[config.mk]
export PLATFORM = sky130hd
export DESIGN_NAME = differentiator
export DESIGN_NICKNAME = d
export VERILOG_FILES = /design/src/rtl/differentiator.sv
export SDC_FILE = /design/constraint.sdc
export NUM_CORES = 1
export LEC_CHECK = 0
export CAP_MARGIN = 0
export CORE_MARGIN = 2
export CORE_UTILIZATION = 40
export CTS_CLUSTER_DIAMETER = 60
export DETAILED_ROUTE_END_ITERATION = 12
export GPL_ROUTABILITY_DRIVEN = 1
export SLEW_MARGIN = 15
export SYNTH_ARGS = -nofsm -noshare
export SYNTH_HDL_FRONTEND = slang
export SYNTH_SLANG_ARGS = --single-unit
[constraint.sdc]
create_clock -name MCLK_I -period 3.3 [get_ports MCLK_I]
set_input_delay 0.33 -clock MCLK_I [delete_from_list [all_inputs] [get_ports MCLK_I]]
set_output_delay 0.33 -clock MCLK_I [all_outputs]
set_load 0.005 [all_outputs]
[src/rtl/differentiator.sv]
// rtl/differentiator.sv - comb stage y[n] = x[n] - x[n-M] with overflow flags and optional saturation
// CLK_I is a slow strobe resynchronised onto MCLK_I; CLK_O is regenerated from the synchroniser tail.
module differentiator #(
  parameter int DATA_BIT_WIDTH = 5,
  parameter int DIFF_DELAY     = 1,
  parameter bit SATURATE       = 1'b1
) (
  input  logic                      MCLK_I,
  input  logic                      NRST_I,
  input  logic                      CLK_I,
  input  logic [DATA_BIT_WIDTH-1:0] DATA_I,
  output logic                      CLK_O,
  output logic [DATA_BIT_WIDTH-1:0] DATA_O,
  output logic                      OFDET_O,
  output logic                      UFDET_O
);
  localparam int N = DATA_BIT_WIDTH;
  localparam logic [N-1:0] MAX_VAL = {1'b0, {(N-1){1'b1}}};
  localparam logic [N-1:0] MIN_VAL = {1'b1, {(N-1){1'b0}}};

  logic         s1_q, s2_q, s3_q;
  logic         clk_o_q;
  logic [N-1:0] hist_q [DIFF_DELAY];
  logic [N-1:0] hist_d [DIFF_DELAY];
  logic [N-1:0] data_q, data_d;
  logic         of_q, of_d;
  logic         uf_q, uf_d;
  logic         rise;
  logic [N:0]   diff;
  logic         ovf, unf;

  assign rise = s2_q & ~s3_q;
  assign diff = {DATA_I[N-1], DATA_I} - {hist_q[DIFF_DELAY-1][N-1], hist_q[DIFF_DELAY-1]};

  // The exact N+1-bit difference is out of N-bit range exactly when its top two bits disagree.
  assign ovf = ~diff[N] & diff[N-1];
  assign unf = diff[N] & ~diff[N-1];

  always_comb begin
    hist_d = hist_q;
    data_d = data_q;
    of_d   = of_q;
    uf_d   = uf_q;
    if (rise) begin
      hist_d[0] = DATA_I;
      for (int i = 1; i < DIFF_DELAY; i++) begin
        hist_d[i] = hist_q[i-1];
      end
      of_d = ovf;
      uf_d = unf;
      if (SATURATE && ovf) begin
        data_d = MAX_VAL;
      end else if (SATURATE && unf) begin
        data_d = MIN_VAL;
      end else begin
        data_d = diff[N-1:0];
      end
    end
  end

  always_ff @(posedge MCLK_I) begin
    if (!NRST_I) begin
      s1_q    <= 1'b0;
      s2_q    <= 1'b0;
      s3_q    <= 1'b0;
      clk_o_q <= 1'b0;
      data_q  <= '0;
      of_q    <= 1'b0;
      uf_q    <= 1'b0;
      for (int i = 0; i < DIFF_DELAY; i++) begin
        hist_q[i] <= '0;
      end
    end else begin
      s1_q    <= CLK_I;
      s2_q    <= s1_q;
      s3_q    <= s2_q;
      clk_o_q <= s3_q;
      data_q  <= data_d;
      of_q    <= of_d;
      uf_q    <= uf_d;
      hist_q  <= hist_d;
    end
  end

  assign CLK_O   = clk_o_q;
  assign DATA_O  = data_q;
  assign OFDET_O = of_q;
  assign UFDET_O = uf_q;

endmodule

# Word level (Yosys, flattened, before mapping)
# Index checks and enable logic that the tools add are counted.
# W data, S select, Z words.
# totals
reg_bits,16
output_inout_bits,8
# classes
addsub,1
n_mux,2
bitwise,6
# op_table
cell,count
$mux W5,2
$sub A5 B5 Y6,1
$and A1 B1 Y1,3
$not A1 Y1,3

# Depth between registers and ports, before layout
# logic_depth
ltp_word,5
mapped_depth,8
ltp_nobuf,8

# Worst setup path after synthesis
# Ideal clock, no wire load.
# synth_timing
path_kind,input to register
startpoint,input port DATA_I[0]
endpoint,register data_q[2] (netlist: DATA_O[2])
setup_time_ns,0.095
arrival_ns,1.797
t_required_ns,3.205
slack_ns,1.407
cell_stages,7
path_cell_list,inv_1 ha_1 inv_1 fa_1 and3_2 a311o_1 o311ai_1
# synth_via
elab_chain_cells,5
word_cells_on_any_way,7
# synth_rtl
item,line,rtl
"start, declared",11,"input logic [DATA_BIT_WIDTH-1:0] DATA_I,"
$sub A5 B5 Y6 *,33,"assign diff = {DATA_I[N-1], DATA_I} - {hist_q[DIFF_DELAY-1][N-1], hist_q[DIFF_DELAY-1]};"
$not A1 Y1,37,assign unf = diff[N] & ~diff[N-1];
$and A1 B1 Y1,37,
$mux W5,53,end else if (SATURATE && unf) begin
$mux W5 *,51,if (SATURATE && ovf) begin
"end signal, assigned",78,data_q <= data_d;
"end, declared",25,"logic [N-1:0] data_q, data_d;"
# Every way passes the cells marked *; elsewhere a longest branch is shown, timed or not.
# A chain may end at the register's enable or synchronous reset.

# Final worst setup path
# layout_timing
startpoint,input port DATA_I[0]
endpoint,register data_q[3] (netlist: DATA_O[3])
# Same word-level chain as after synthesis.

==> impl_metrics.toml <==
[synthesis]
syn_area_sq_um = 818.3
yosysSeqAreaShare = 0.3914
synth_fp_nets = 106
synthArstFlopShare = 0
synth_ff_type = "dfxtp_1"
yosysWarnings = 0
ys_ff_latch = 16
synthDistinctLibCells = 32
syn_avg_cell_area_sq_um = 8.894
synth_edf_count = 0
synthesis.instances = 92

[timing]
timing.fmax_mhz = 459.3
tightestPinTransition_ps = 750.5
setup_viol = 0
rsz0062_at_grt = "no"
finalCriticalPeriod_ps = 2177
finalMaxSlewViolations = 0
relSlewSlack = 0.4987
fin_tns_setup_ps = 0
clock_skew_ps = 2.087
hold_viol = 0
fin_crit_sh = 0.6597

[layout]
area_growth_pct = 25.54
fin_cells = 135
fillers = 197
drive_gt1_frac = 0.07407
fin_util = 0.5290
multi_input_area_sq_um = 456.7
regArea_sq_um = 320.3
nets = 123
n_antenna_cell = 0

[critical_path]
ff2ff_path_depth = 6
rrSetupSlack_ps = 1290
path_class = "in2reg"
end_kind = "flop"
cp.arrival_ps = 2380
start_kind = "input port"
r2r-end = "DATA_O[3]"
startpoint = "DATA_I[0]"
crit_fanout = 5
reg2reg_from = "hist_q[0]"
required_ps = 3500
endpoint = "DATA_O[3]"

[clock_network]
clkSinkCount = 16
post-cts-setup-buffers = 0
cts_tree = "done"
insertion_delay_ps = 290
cts_repair_resize_count = 0
cts.clk_slew.worst_paths_ps = 90
clk_root_buffer_cell = "clkbuf_4"
cts_hold_buf = 0
htree_levels = 1
cts_buffers = 3
cts_max_path_buffers = 2

[placement]
place_inst = 131
gp_congestion = 0.6978
port_buffers = 15
post-dp-hpwl_um = 1243

[detailed_routing]
dr.first_iter.drc_count = 6
dr.pass1.iters = 4
drt_drc_violations_left = 0
via_count = 691
ant_nets = 0
vias_per_cell = 5.119
wire_per_inst_um = 12.53
drt_wl_total_um = 1692

[floorplan]
core-area_sq_um = 1942
io_pins = 16
initial_utilization = 0.4214
rows = 16
die_x_um = 49.23
die_y_um = 49.23
die_area_sq_um = 2424

[outcome]
status = "finished clean"

[min_path]
worstHoldStart = "s1_q"
hold_class = "reg2reg"

[grt]
grt_pass1_wl_um = 3118
grt-ovfl-total = 0
grt_max_degree = 12
antenna_found_initial = 0
track_usage = 0.1657
grt_pass1_vias = 698

[pwr]
ir_drop_mv = 0.3414
pwr_density_cell_nw_per_um2 = 397.6
leakage_nw = 0.3958

[run]
cap_viol_max_count = 0
[power breakdown]
group	switching, W	internal [W]	total (W)	leakage (nW)
Clock	0.0000633	0.0000673	0.000131	0.0210
Sequential	0.00000375	0.000201	0.000205	0.130
Combinational	0.0000365	0.0000366	0.0000732	0.244
[layout by cell type, fill, tap and decap left out, types with 2 or more instances in the layout]
cell / instances
and2_1: 4
nand2b_1: 2
dfxtp_1: 16
ha_1: 5
clkbuf_4: 3
o21ai_0: 3
nand2_1: 14
nand3_1: 2
inv_1: 8
a211oi_1: 2
o311ai_1: 2
clkdlybuf4s50_1: 15
nor2b_1: 2
a21o_1: 2
a21oi_1: 8
a221oi_1: 2
[worst min-delay path by stage]
stage	endpoint	slack, ps	depth (start not counted)
2_1_floorplan	s2_q	410	1
4_1_cts	s2_q	460	1
5_1_grt	hist_q[3]	490	2
3_3_place_gp	s2_q	430	1
3_5_place_dp	s2_q	440	1
6_report	s2_q	460	1
[state kept, by name, indices dropped and copies added (netlist names)]
name and count:
DATA_O 5, hist_q 5, CLK_O 1, OFDET_O 1, UFDET_O 1, s1_q 1, s2_q 1, s3_q 1
[stage by stage]
| step | hold WS (ps) | power, W | setup slack (ps) | instance area [sq um] |
|---|---|---|---|---|
| after floorplan | 411.9 | 0.0002537 | 1407 | 818.3 |
| after global placement | 428.8 | 0.0002820 | 845.2 | 991.0 |
| after detailed placement | 437.2 | 0.0002828 | 812.0 | 991.0 |
| after CTS | 461.3 | 0.0004160 | 1124 | 1027 |
| after global routing | 493.6 | 0.0004317 | 954.5 | 1027 |
| final | 456.2 | 0.0004084 | 1123 | 1027 |
[synth_stat cells (2+ instances only)]
master    count  area, sq um
ha_1          5        62.56
a221oi_1      2        17.52
a211oi_1      2        15.01
nand2b_1      2        12.51
clkbuf_1      3        11.26
and2_1        4        25.02
inv_1         8        30.03
nand3_1       2        10.01
nand2_1      14        52.55
nor2b_1       2        12.51
dfxtp_1      16        320.3
o21ai_0       3        15.01
a21oi_1       8        40.04
o311ai_1      2        17.52
a21o_1        2        15.01
[worst max-delay path, cell delays in order]
cell and delay [ps]:
clkdlybuf4s50_1 410, inv_1 60, ha_1 170, inv_1 60, fa_1 440, and3_2 200, a311o_1 400, a221oi_1 300
[metal layers]
metal	wire length, um	GRT usage
met3	73	0.03681
met4	27	0.07143
met5	0	0
met2	787	0.2725
met1	804	0.2060
[cell type report]
type,instances,share of cell area
Sequential cell,16,0.3118
Timing Repair Buffer,15,0.1462
Inverter,8,0.02923
Clock buffer,4,0.03532
Tap cell,27,0.03289
Multi-Input combinational cell,65,0.4446
[cells by family after synthesis]
family | Yosys count | share of synthesized area
AND/OR/NAND/NOR | 33 | 0.2263
flip-flops | 16 | 0.3914
adder cells (fa/ha/maj) | 6 | 0.1009
AO/OA/AOI/OAI | 25 | 0.2202
XOR/XNOR | 1 | 0.01071
buffers and inverters | 11 | 0.05046
(Power assumes the default switching activity.)
